File: src/rtl/echo_pkg.sv
// Shared types and constants for the echo accelerator DMA master.
// Optional saturation is selected with the ECHO_SATURATE_EN macro (see echo_mix).
package echo_pkg;

    localparam int unsigned DATA_WIDTH   = 32;
    localparam int unsigned SAMPLE_WIDTH = 16;
    localparam int unsigned NUM_WIDTH    = 11;
    localparam int unsigned SIZE_WIDTH   = 19;

    localparam logic [SAMPLE_WIDTH-1:0] SAT_MAX = 16'h7FFF;
    localparam logic [SAMPLE_WIDTH-1:0] SAT_MIN = 16'h8000;

    // Byte strides: one 32-bit word per input sample, two words per output pair.
    localparam logic [DATA_WIDTH-1:0] WORD_STRIDE = 32'd4;
    localparam logic [DATA_WIDTH-1:0] PAIR_STRIDE = 32'd8;

    typedef enum logic [3:0] {
        ST_IDLE,
        ST_RD_L,
        ST_RD_R,
        ST_RD_DL,
        ST_RD_DR,
        ST_WR_L,
        ST_WR_R,
        ST_NEXT,
        ST_FIN
    } state_e;

    function automatic logic [DATA_WIDTH-1:0] sext_sample(input logic [SAMPLE_WIDTH-1:0] s);
        return {{(DATA_WIDTH - SAMPLE_WIDTH){s[SAMPLE_WIDTH-1]}}, s};
    endfunction

endpackage

File: src/rtl/echo_dma_master_if.sv
// Avalon-MM master bus bundle used between the echo DMA master and memory.
interface echo_dma_master_if;
    import echo_pkg::*;

    logic [DATA_WIDTH-1:0] address;
    logic                  read;
    logic                  write;
    logic [DATA_WIDTH-1:0] writedata;
    logic [DATA_WIDTH-1:0] readdata;
    logic                  waitrequest;

    modport master (
        output address, read, write, writedata,
        input  readdata, waitrequest
    );

    modport slave (
        input  address, read, write, writedata,
        output readdata, waitrequest
    );

endinterface

File: src/rtl/echo_mix.sv
// One-channel echo mixer: y = x + (dly >>> 1), wrapping or, with
// ECHO_SATURATE_EN defined, clamped to the signed 16-bit range.
module echo_mix
    import echo_pkg::*;
(
    input  logic [SAMPLE_WIDTH-1:0] x,
    input  logic [SAMPLE_WIDTH-1:0] dly,
    output logic [SAMPLE_WIDTH-1:0] y_c
);

    localparam int unsigned SW = SAMPLE_WIDTH;

    logic [SW-1:0] half;

    assign half = {dly[SW-1], dly[SW-1:1]};

`ifdef ECHO_SATURATE_EN
    logic [SW:0] sum;

    // Overflow shows up as the two top bits of the widened sum disagreeing.
    always_comb begin
        sum = {x[SW-1], x} + {half[SW-1], half};
        if (sum[SW] != sum[SW-1]) begin
            y_c = sum[SW] ? SAT_MIN : SAT_MAX;
        end else begin
            y_c = sum[SW-1:0];
        end
    end
`else
    assign y_c = x + half;
`endif

endmodule

File: src/rtl/echo_dma_master.sv
// Avalon-MM master of the audio echo accelerator: reads L/R samples and their
// delayed copies, mixes them and writes interleaved stereo. Macro: ECHO_SATURATE_EN.
module echo_dma_master
    import echo_pkg::*;
(
    input  logic                  CSI_CLOCK_CLK,
    input  logic                  CSI_CLOCK_RESET,
    input  logic                  START,
    input  logic [NUM_WIDTH-1:0]  NUM,
    input  logic [SIZE_WIDTH-1:0] SIZE,
    input  logic [DATA_WIDTH-1:0] RADDR,
    input  logic [DATA_WIDTH-1:0] LADDR,
    input  logic [DATA_WIDTH-1:0] WADDR,
    output logic                  INIT_START,
    output logic                  DONE,
    echo_dma_master_if.master     avm
);

    state_e                  state_q, state_d;
    logic [SIZE_WIDTH-1:0]   idx_q, idx_d;
    logic [SAMPLE_WIDTH-1:0] x_l_q, x_l_d, x_r_q, x_r_d;
    logic [SAMPLE_WIDTH-1:0] d_l_q, d_l_d, d_r_q, d_r_d;
    logic [DATA_WIDTH-1:0]   address_q, address_d;
    logic [DATA_WIDTH-1:0]   writedata_q, writedata_d;
    logic                    read_q, read_d;
    logic                    write_q, write_d;
    logic                    done_q, done_d;

    logic [SAMPLE_WIDTH-1:0] rd_sample;
    logic [SAMPLE_WIDTH-1:0] y_l_c, y_r_c;
    logic                    echo_active;
    logic [DATA_WIDTH-1:0]   word_off, dly_off, pair_off;
    logic                    unused_readdata_hi;

    assign rd_sample          = avm.readdata[SAMPLE_WIDTH-1:0];
    assign unused_readdata_hi = ^avm.readdata[DATA_WIDTH-1:SAMPLE_WIDTH];
    assign echo_active        = (NUM != '0) && (idx_q >= SIZE_WIDTH'(NUM));

    echo_mix u_mix_l (.x(x_l_q), .dly(d_l_q), .y_c(y_l_c));
    echo_mix u_mix_r (.x(x_r_q), .dly(d_r_q), .y_c(y_r_c));

    // State and datapath registers.
    always_ff @(posedge CSI_CLOCK_CLK) begin
        if (!CSI_CLOCK_RESET) begin
            state_q     <= ST_IDLE;
            idx_q       <= '0;
            x_l_q       <= '0;
            x_r_q       <= '0;
            d_l_q       <= '0;
            d_r_q       <= '0;
            address_q   <= '0;
            writedata_q <= '0;
            read_q      <= 1'b0;
            write_q     <= 1'b0;
            done_q      <= 1'b0;
        end else begin
            state_q     <= state_d;
            idx_q       <= idx_d;
            x_l_q       <= x_l_d;
            x_r_q       <= x_r_d;
            d_l_q       <= d_l_d;
            d_r_q       <= d_r_d;
            address_q   <= address_d;
            writedata_q <= writedata_d;
            read_q      <= read_d;
            write_q     <= write_d;
            done_q      <= done_d;
        end
    end

    // Next state, index and sample capture; every bus state holds on waitrequest.
    always_comb begin
        state_d = state_q;
        idx_d   = idx_q;
        x_l_d   = x_l_q;
        x_r_d   = x_r_q;
        d_l_d   = d_l_q;
        d_r_d   = d_r_q;
        unique case (state_q)
            ST_IDLE: begin
                if (START) begin
                    idx_d   = '0;
                    d_l_d   = '0;
                    d_r_d   = '0;
                    state_d = (SIZE == '0) ? ST_FIN : ST_RD_L;
                end
            end
            ST_RD_L: begin
                if (!avm.waitrequest) begin
                    x_l_d   = rd_sample;
                    state_d = ST_RD_R;
                end
            end
            ST_RD_R: begin
                if (!avm.waitrequest) begin
                    x_r_d   = rd_sample;
                    state_d = echo_active ? ST_RD_DL : ST_WR_L;
                end
            end
            ST_RD_DL: begin
                if (!avm.waitrequest) begin
                    d_l_d   = rd_sample;
                    state_d = ST_RD_DR;
                end
            end
            ST_RD_DR: begin
                if (!avm.waitrequest) begin
                    d_r_d   = rd_sample;
                    state_d = ST_WR_L;
                end
            end
            ST_WR_L: begin
                if (!avm.waitrequest) state_d = ST_WR_R;
            end
            ST_WR_R: begin
                if (!avm.waitrequest) state_d = ST_NEXT;
            end
            ST_NEXT: begin
                // Delayed terms default to zero for the next sample.
                idx_d   = idx_q + SIZE_WIDTH'(1);
                d_l_d   = '0;
                d_r_d   = '0;
                state_d = (idx_d == SIZE) ? ST_FIN : ST_RD_L;
            end
            ST_FIN:  state_d = ST_IDLE;
            default: state_d = ST_IDLE;
        endcase
    end

    // Bus outputs are registered from the state being entered.
    always_comb begin
        read_d      = 1'b0;
        write_d     = 1'b0;
        done_d      = 1'b0;
        address_d   = address_q;
        writedata_d = writedata_q;
        word_off    = DATA_WIDTH'(idx_d) * WORD_STRIDE;
        dly_off     = DATA_WIDTH'(idx_d - SIZE_WIDTH'(NUM)) * WORD_STRIDE;
        pair_off    = DATA_WIDTH'(idx_d) * PAIR_STRIDE;
        unique case (state_d)
            ST_RD_L: begin
                read_d    = 1'b1;
                address_d = LADDR + word_off;
            end
            ST_RD_R: begin
                read_d    = 1'b1;
                address_d = RADDR + word_off;
            end
            ST_RD_DL: begin
                read_d    = 1'b1;
                address_d = LADDR + dly_off;
            end
            ST_RD_DR: begin
                read_d    = 1'b1;
                address_d = RADDR + dly_off;
            end
            ST_WR_L: begin
                write_d     = 1'b1;
                address_d   = WADDR + pair_off;
                writedata_d = sext_sample(y_l_c);
            end
            ST_WR_R: begin
                write_d     = 1'b1;
                address_d   = WADDR + pair_off + WORD_STRIDE;
                writedata_d = sext_sample(y_r_c);
            end
            ST_FIN:  done_d = 1'b1;
            default: ;
        endcase
    end

    assign INIT_START    = CSI_CLOCK_RESET && (state_q == ST_IDLE) && START;
    assign DONE          = done_q;
    assign avm.address   = address_q;
    assign avm.read      = read_q;
    assign avm.write     = write_q;
    assign avm.writedata = writedata_q;

endmodule

File: src/flat_wrapper.sv
// flat-port wrapper written by rule: the top's interface ports become plain ports
module echo_dma_master_flat import echo_pkg::*;
  (CSI_CLOCK_CLK, CSI_CLOCK_RESET, START, NUM, SIZE, RADDR, LADDR, WADDR, INIT_START, DONE, avm_address, avm_read, avm_write, avm_writedata, avm_readdata, avm_waitrequest);
  echo_dma_master_if avm_i ();
  input  logic CSI_CLOCK_CLK;
  input  logic CSI_CLOCK_RESET;
  input  logic START;
  input  logic [NUM_WIDTH-1:0] NUM;
  input  logic [SIZE_WIDTH-1:0] SIZE;
  input  logic [DATA_WIDTH-1:0] RADDR;
  input  logic [DATA_WIDTH-1:0] LADDR;
  input  logic [DATA_WIDTH-1:0] WADDR;
  output logic INIT_START;
  output logic DONE;
  output wire logic [$bits(avm_i.address)-1:0] avm_address;
  output wire logic [$bits(avm_i.read)-1:0] avm_read;
  output wire logic [$bits(avm_i.write)-1:0] avm_write;
  output wire logic [$bits(avm_i.writedata)-1:0] avm_writedata;
  input wire logic [$bits(avm_i.readdata)-1:0] avm_readdata;
  input wire logic [$bits(avm_i.waitrequest)-1:0] avm_waitrequest;
  assign avm_address = avm_i.address;
  assign avm_read = avm_i.read;
  assign avm_write = avm_i.write;
  assign avm_writedata = avm_i.writedata;
  assign avm_i.readdata = avm_readdata;
  assign avm_i.waitrequest = avm_waitrequest;
  echo_dma_master u_core (.CSI_CLOCK_CLK(CSI_CLOCK_CLK), .CSI_CLOCK_RESET(CSI_CLOCK_RESET), .START(START), .NUM(NUM), .SIZE(SIZE), .RADDR(RADDR), .LADDR(LADDR), .WADDR(WADDR), .INIT_START(INIT_START), .DONE(DONE), .avm(avm_i));
endmodule
File: config.mk
export PLATFORM = sky130hd
export DESIGN_NAME = echo_dma_master_flat
export DESIGN_NICKNAME = d
export VERILOG_FILES = /design/src/rtl/echo_pkg.sv /design/src/rtl/echo_dma_master_if.sv /design/src/rtl/echo_mix.sv /design/src/rtl/echo_dma_master.sv /design/src/flat_wrapper.sv
export SDC_FILE = /design/constraint.sdc
export NUM_CORES = 1
export LEC_CHECK = 0
export CAP_MARGIN = 25
export CORE_MARGIN = 4
export CORE_UTILIZATION = 23
export CTS_BUF_LIST = sky130_fd_sc_hd__clkbuf_16
export CTS_CLUSTER_DIAMETER = 30
export DETAILED_ROUTE_END_ITERATION = 10
export PLACE_DENSITY_LB_ADDON = 0.05
export SLEW_MARGIN = 20
export SYNTH_ARGS = -nofsm -noshare
export SYNTH_HDL_FRONTEND = slang
export SYNTH_SLANG_ARGS = --single-unit
File: constraint.sdc
create_clock -name CSI_CLOCK_CLK -period 16.1 [get_ports CSI_CLOCK_CLK]
set_clock_uncertainty 0.1 [all_clocks]
set_input_delay 4.83 -clock CSI_CLOCK_CLK [delete_from_list [all_inputs] [get_ports CSI_CLOCK_CLK]]
set_output_delay 4.83 -clock CSI_CLOCK_CLK [all_outputs]
set_load 0.02 [all_outputs]
== Yosys cells after proc, flatten, opt, wreduce, memory -nomap -nowiden ==
Index checks and enable logic that the tools add are counted.

* Register bits after elaboration: 154
* Input port bits: 162
* Output and inout bits: 68
* Logic and storage cells: 79

* Add/subtract/negate cells: 10
* Order comparisons: 1
* Equal/unequal tests: 18
* Mux-type cells: 22
* Bitwise operators: 1
* Reduce and logical (&&, ||, !) cells: 16

{| class="wikitable"
|+ Operators by type and width
! kind !! number
|-
| $pmux 32 s6 || 1
|-
| $pmux 16 s3 || 2
|-
| $add 32x21->32 || 2
|-
| $add 32x32->32 || 2
|-
| $pmux 32 s2 || 1
|-
| $pmux 19 s2 || 1
|-
| $mux 4 || 9
|-
| $add 16x16->16 || 2
|-
| $add 32x22->32 || 1
|-
| $add 32x3->32 const B || 1
|-
| $mux 16 || 2
|-
| $pmux 4 s8 || 1
|-
| $eq 4x3->1 const B || 7
|-
| $sub 19x11->20 || 1
|-
| $add 19x1->19 const B || 1
|-
| $eq 19x19->1 || 1
|-
| $ge 19x11->1 || 1
|-
| $logic_not 19->1 || 1
|-
| $mux 19 || 1
|-
| $eq 4x2->1 const B || 4
|-
| $reduce_bool 11->1 || 1
|-
| $eq 4x1->1 const B || 2
|-
| $ne 2x2->1 const B || 3
|-
| $reduce_and 3->1 || 2
|-
| 12 further kinds || 18
|}

== Depth between registers and ports, before layout ==
* Depth after elaboration: 8
* Gate-level depth with buffers: 33
* Mapped depth without buffers: 31

== Cells and area by module ==
Synthesis repeated with hierarchy kept, for this count alone.

* Cells, all modules: 2012
* Area, all modules: 14859.3 sq um

{| class="wikitable"
|+ Modules (own cells, without submodules)
! module !! times used !! cells an instance !! area an instance (sq um) !! sequential area each (sq um)
|-
| echo_dma_master || 1 || 1804 || 13244.0 || 2762.6
|-
| echo_mix at u_core.u_mix_r || 1 || 104 || 809.5 || 0.0
|-
| echo_mix at u_core.u_mix_l || 1 || 104 || 805.8 || 0.0
|}

== Least setup slack after synthesis ==
Ideal clock, no wire load.

* Kind: input-to-output
* Start point: in CSI_CLOCK_RESET
* End point: out INIT_START
* Data arrival time: 5864 ps
* Required time: 11170 ps
* Slack: 5306 ps
* Stages on the path: 4
* Path buffers: 2
* Cells stage by stage: clkbuf_1 -> inv_1 -> clkbuf_1 -> nor3_1

* Cells in the longest elaborated chain, start to end: 2

{| class="wikitable"
|+ Ends and longest elaborated chain
! what !! RTL line !! source
|-
| start, declared || flat_wrapper.sv:6 || <nowiki>input logic CSI_CLOCK_RESET;</nowiki>
|-
| $logic_and 1x1->1 (2 in a row) || echo_dma_master.sv:172 || <nowiki>assign INIT_START = CSI_CLOCK_RESET && (state_q == ST_IDLE) && START;</nowiki>
|-
| end, declared || flat_wrapper.sv:13 || <nowiki>output logic INIT_START;</nowiki>
|}

Every way passes these cells.

== Final worst setup path ==
* Start point: in START
* End point: reg u_core.address_q[27] (netlist: u_core.avm.address[27])

* Cells in the longest elaborated chain, start to end: 5
* Elaborated cells between the ends (all ways): 19
* Classes of those cells: 7 x add/sub; 6 x eq/ne; 5 x mux; 1 x reduce/logical

{| class="wikitable"
|+ Ends and longest elaborated chain
! what !! RTL line !! source
|-
| start, declared || flat_wrapper.sv:7 || <nowiki>input logic START;</nowiki>
|-
| $mux 19 * || echo_dma_master.sv:81 || <nowiki>if (START) begin</nowiki>
|-
| $pmux 19 s2 * || echo_dma_master.sv:79 || <nowiki>unique case (state_q)</nowiki>
|-
| net u_core.idx_d[0] || echo_dma_master.sv:20 || <nowiki>logic [SIZE_WIDTH-1:0] idx_q, idx_d;</nowiki>
|-
| $add 32x22->32 / $sub 19x11->20 (equally long branches) || echo_dma_master.sv:159, echo_dma_master.sv:164, echo_dma_master.sv:138 ||
|-
| $add 32x3->32 (tied with other cells) || echo_dma_master.sv:164 || <nowiki>address_d = WADDR + pair_off + WORD_STRIDE;</nowiki>
|-
| $pmux 32 s6 * || echo_dma_master.sv:140 || <nowiki>unique case (state_d)</nowiki>
|-
| end signal, assigned || echo_dma_master.sv:63 || <nowiki>address_q <= address_d;</nowiki>
|-
| end, declared || echo_dma_master.sv:23 || <nowiki>logic [DATA_WIDTH-1:0] address_q, address_d;</nowiki>
|}

The timed path passes the listed nets; every way through them passes the cells marked *.
A chain may end at the register's enable or synchronous reset.

==> metrics.txt <==
CTS tree=done; dpl cells=2,878; fillers=6,797; Arr. time, crit path=12,330 ps; TritonCTS Buffers=17; element type at the critical path end=flip-flop; CTS root buf=clkbuf_16; CP Data Required Time=16,340 ps; GRT overflow=0; core area=62,170 sq um; vias=14,711; Pre-Repair DR Iteration Count=6; H-tree depth=4; CTS Sinks=136; final core occ=29.25%; fmax=0.08272 GHz; status=complete, no violations; area grow syn2layout=24.93%; number of flops mapped to enable cells by yosys=0; worst-path fanout max=30; Distinct cells, synth=112; RSZ-0062 raised after global routing=no; Post-DRT Antenna Nets=0; Pleak=7.184 nW; Least-Margin Pin Slew=1024 ps; drt first-iter violations=1,006; Tcrit/Tclk final=75.09%; most frequent cell on the critical path=o21ai_0; pin count of the biggest net entering global routing=58; Max stage delay on crit path=740 ps; FF/Latch Area=2723 sq um; Final Hold Vio Count=0; Vias/cell=5.055; crit-path leading delay family=compound AO/OA/AOI/OAI gates; power per cell area=68.61 nW/um^2; number of global-route vias before repair=14,002; Longest Clk Path Bufs=2; height of the die=259.5 um; Buffers on Ports=213; Area contributors post-synth=dfxtp_1, ha_1, xnor2_1; n_diodes=0; share of the synthesized area in the top cell type=18.71%; multi-input logic area=11,120 sq um; Worst Path Buf+Inv=3; Setup Fix Bufs, Post-CTS=0; CP max-delay cell=a2111oi_0; cts hold-fix bufs=0; final setup vio count=0; Synth Flop Type=dfxtp_1; DRC Markers=0; Synth async-reset ratio=0%; GRT Total Usage=17.68%; Worst-Skew Late Latency=480 ps; GPL Wtd Cong=0.8545; layout cells sized above 1=8.731%; first-pass GRT wire length=90,290 um; Final Non-Filler Cells=2,910; I/O pin count=230; Hold Crit Class=reg2reg; hpwl dp=48,010 um; post-layout min period=12,090 ps; Die X=259.5 um; max_cap viols=0; Total Power=1.247 mW; post-synth top area cell=dfxtp_1; row cnt=91; WL per Instance=20.95 um; Post-Synthesis Cell Area=14,550 sq um; Die ar.=67,360 sq um; commonest non-fill, non-tap cells in the layout=clkdlybuf4s50_1, nand2_1, a21oi_1; total routed wirelength=60,960 um; Final #Nets=2,349; syn nets=2,191; CP Class=in2reg; Reg clk slew, reported paths=70 ps; Avg Cell Area, Syn=7.651 sq um; Slew headroom=29.94%; sequential share of the synthesized area=18.71%; antenna violations before repair=0; commonest non-fill, non-tap cell in the layout=clkdlybuf4s50_1; Synth Warn #=0; Synth Register Bits=136; Cells after Synth=1,902; maximum vdd drop=88.69 uV; final setup TNS=0 ps; Final Max Tran Viols=0; Setup crit start kind=input port; Post-CTS Resized=0; Initial Utilization=23.41%
[kinds of logic (layout without fill, tap and decap cells)]
kind of cell | Yosys count | in the layout | synth area share, %
AND/OR/NAND/NOR | 670 | 670 | 23.67
AO/OA/AOI/OAI | 561 | 561 | 25.81
multiplexers | 83 | 83 | 6.156
adder cells (fa/ha/maj) | 128 | 128 | 11.30
buffers and inverters | 174 | 345 | 5.176
flip-flops | 136 | 136 | 18.71
XOR/XNOR | 150 | 150 | 9.182
[sequential cells by signal, indices dropped and copies added, names as in the netlist]
name and flops:
u_core.d_r_q 15, u_core.x_r_q 16, u_core.avm.writedata 16, u_core.state_q 4, u_core.avm.write 1, u_core.DONE 1
u_core.d_l_q 15, u_core.idx_q 19, u_core.avm.read 1, u_core.x_l_q 16, u_core.avm.address 32
[worst register-to-register path, delay by kind of cell (launching register included)]
family	cells	cell delay [ps]
AO/OA/AOI/OAI	19	4440
XOR/XNOR	2	330
adder cells (fa/ha/maj)	3	1020
buffers and inverters	2	520
flip-flops	1	700
AND/OR/NAND/NOR	5	710
[synth_stat cells (all sizes together), types with 16 or more instances]
cell,instances
inv,70
and3,28
xor2,55
a22oi,29
and2,21
buf,50
nor2,154
nand2b,23
nor4,21
clkbuf,54
o21a,16
xnor2,95
mux2,52
o211ai,16
a21oi,157
a21o,36
a31oi,38
a211oi,32
or3,16
nand2,180
dfxtp,136
mux2i,31
ha,121
nand3,64
nor3,58
nand4,30
o21ai,119
[layout make-up]
class,count,share of cell area (%)
clock buffers,17,2.340
multi-input cells,1592,61.17
inverters,70,1.445
repair buffers,243,13.03
clock inverters,15,1.280
flip-flops and latches,136,14.97
well taps,837,5.760
[per-layer routing]
| layer | vias to the layer above | GRT usage, % | routed length (um) |
|---|---|---|---|
| li1 | 7331 | - | - |
| met3 | 37 | 2.663 | 2479 |
| met2 | 313 | 28.73 | 28130 |
| met1 | 7030 | 24.57 | 29460 |
| met4 | 0 | 4.407 | 899 |
| met5 | - | 0 | 0 |
[report_power, final]
part / internal, mW / switching (mW)
Sequential: 0.359 / 0.0201
Clock: 0.278 / 0.189
Combinational: 0.171 / 0.231
Total: 0.808 / 0.440
[through the flow]
stage          setup WS, ps  cell area, sq um  hold slack, ps
2_1_floorplan          5306             14550           340.6
3_3_place_gp           3534             17490           347.0
3_5_place_dp           3515             17520           355.0
4_1_cts                4020             18180           365.5
5_1_grt                3193             18180           377.5
6_report               4011             18180           361.5
[final timing paths]
| path | startpoint | endpoint | slack [ps] | depth (start not counted) |
|---|---|---|---|---|
| worst max-delay path | START | u_core.avm.address[27] | 4010 | 31 |
| worst min-delay path | u_core.x_l_q[14] | u_core.x_l_q[14] | 360 | 2 |
| worst max register to register | u_core.state_q[2] | u_core.avm.address[27] | 8140 | 31 |
| worst min register to register | u_core.x_l_q[14] | u_core.x_l_q[14] | 360 | 2 |
No activity file was read; power rests on OpenSTA's default activity.
==> edit (same flow settings) <==
Encoding of `state_e`: now one-hot (9 bits for 9 states).
--- a/src/rtl/echo_pkg.sv
+++ b/src/rtl/echo_pkg.sv
@@ -14,16 +14,16 @@
     localparam logic [DATA_WIDTH-1:0] WORD_STRIDE = 32'd4;
     localparam logic [DATA_WIDTH-1:0] PAIR_STRIDE = 32'd8;
 
-    typedef enum logic [3:0] {
-        ST_IDLE,
-        ST_RD_L,
-        ST_RD_R,
-        ST_RD_DL,
-        ST_RD_DR,
-        ST_WR_L,
-        ST_WR_R,
-        ST_NEXT,
-        ST_FIN
+    typedef enum logic [8:0] {
+        ST_IDLE  = 9'b000000001,
+        ST_RD_L  = 9'b000000010,
+        ST_RD_R  = 9'b000000100,
+        ST_RD_DL = 9'b000001000,
+        ST_RD_DR = 9'b000010000,
+        ST_WR_L  = 9'b000100000,
+        ST_WR_R  = 9'b001000000,
+        ST_NEXT  = 9'b010000000,
+        ST_FIN   = 9'b100000000
     } state_e;
 
     function automatic logic [DATA_WIDTH-1:0] sext_sample(input logic [SAMPLE_WIDTH-1:0] s);
Formal check against the unedited RTL: same outputs for any inputs over 4 cycles, from zero or initial values and one cycle with CSI_CLOCK_RESET low; so few cycles prove little.
==> edit against the unedited design <==
Setup slack improved by 0.44 ns; cell count is 1.4% lower; first-iteration DRC count decreased by 22%; largest power group unchanged; register-to-register slack better by 0.05 ns; die area is 3.3% lower; power decreased by 17%; area after synthesis down 3.4%; sequential cell count up 5; routed wire length rose by 2.5%; highest routed layer is now met5; design area down 2.7%; critical path depth down 4.
==> edit: results (changes against the unedited design) <==
synthArstFlopShare_pct: 0  # unchanged
drtPass1Iterations: 5  # -1
antenna_found_initial: 5  # +5
final_nets: 2363  # +0.60%
yosysSeqAreaShare_pct: 20.1  # +1.4 points
grt_pass1_vias: 14475  # +3.4%
ir_worst_vdd_mv: 0.0789  # -11%
synthTopCellsByCount: "247 x nand2_1, 158 x a21oi_1, 141 x dfxtp_1, 139 x nor2_1, 121 x ha_1"
ys_types: 84  # -25%
dp.cells: 2836  # -1.5%
arrival_ns: 11.90  # -0.43 ns
grt_pass1_wl_um: 91500  # +1.3%
r2r_slack_ns: 8.19  # +0.05 ns
drt-initial-drc-count: 782  # -22%
crit_slowest_cell: "clkdlybuf4s50_1"
r2r_cells: 28  # -9.7%
cpPeakStageDelay_ns: 0.65  # -0.09 ns
hpwl_um: 48300  # +0.62%
place_congestion: 0.894  # +4.6%
p_leak_uw: 0.00695  # -3.2%
stdcell_count: 2868  # -1.4%
worst_pin_slew_ns: 1.01  # -0.0154 ns
grt_max_degree: 90  # +55%
synth.avg_cell_area_um2: 7.39  # -3.4%
postCtsSetupRepairBufs: 0  # unchanged
cts_made_buffers: 17  # unchanged
drive_gt1_share_pct: 6.47  # -2.3 points
swShare_pct: 32.6  # -2.7 points
grt.total_usage_pct: 18.7  # +1.0 points
hold_ws_ns: 0.358  # -0.00312 ns
yosys-top-cells-area: "dfxtp_1 20%, ha_1 11%, nand2_1 6.6%, a21oi_1 5.6%, xnor2_1 5.4%"
via_per_inst: 5.11  # +1.0%
status: "completed"
-- edit: cell count changes in the layout (fill, tap and decap cells not counted), moves of 11 or more --
cell / delta
a221oi_1: +11
a31oi_1: -17
buf_4: +11
inv_1: -13
mux2_2: -23
mux2i_1: -20
nand2_1: +70
nor2_1: -12
nor3_1: -11
xor2_1: +21
-- edit: final cells by class --
type | count | area (um^2)
fill | 6514 | 42800
multi-input combinational | 1603 | 10600
sequential | 141 | 2820
timing repair buffer | 255 | 2480
tap | 782 | 978
clock buffer | 17 | 425
inverter | 56 | 210
clock inverter | 14 | 160
-- edit: layer usage --
metal	vias to the layer above	share of wire [%]	global-route usage (%)
met3	74	5.2	3.79
met1	6911	46	24.4
met2	363	47	31.6
met4	10	2.1	5.07
li1	7292	-	-
met5	-	0.13	0
-- edit: metrics by stage --
step / utilization, % / setup WS, ns / cell area (um^2)
after floorplan: - / 5.44 / 14100
after global placement: 28.2 / 3.99 / 17000
after detailed placement: 28.2 / 3.92 / 17100
after CTS: 29.2 / 4.41 / 17700
after global routing: 29.2 / 4.05 / 17700
final: 29.2 / 4.46 / 17700
-- edit: logic make-up (layout without fill, tap and decap cells) --
logic type      after synthesis  count (layout)  synth area share (%)
compound gates              554             554                  25.2
xor+xnor                    164             164                  10.3
fa+ha+maj                   127             127                  11.6
buf+inv                     158             342                  4.76
flops                       141             141                  20.1
mux                          40              40                  3.10
simple gates                718             718                  25.0
-- edit: final timing paths --
check,end,from
worst max-delay path,u_core.avm.address[31],START
worst min-delay path,u_core.x_l_q[6],u_core.x_l_q[6]
worst max register to register,u_core.avm.address[31],u_core.state_q[0]
worst min register to register,u_core.x_l_q[6],u_core.x_l_q[6]
-- edit: power by group through the flow --
| stage | Clock [uW] | Sequential, uW | Combinational [uW] |
|---|---|---|---|
| 2_1_floorplan | 0 | 384 | 126 |
| 3_3_place_gp | 0 | 377 | 253 |
| 3_5_place_dp | 0 | 377 | 253 |
| 4_1_cts | 432 | 369 | 254 |
| 5_1_grt | 446 | 370 | 276 |
| 6_report | 417 | 369 | 253 |
-- edit: critical path: cells and delay by family --
family	cells	cell delay, ns
AO/OA/AOI/OAI	16	3.67
XOR/XNOR	2	0.39
adder cells (fa/ha/maj)	2	0.60
buffers and inverters	5	1.74
AND/OR/NAND/NOR	2	0.65
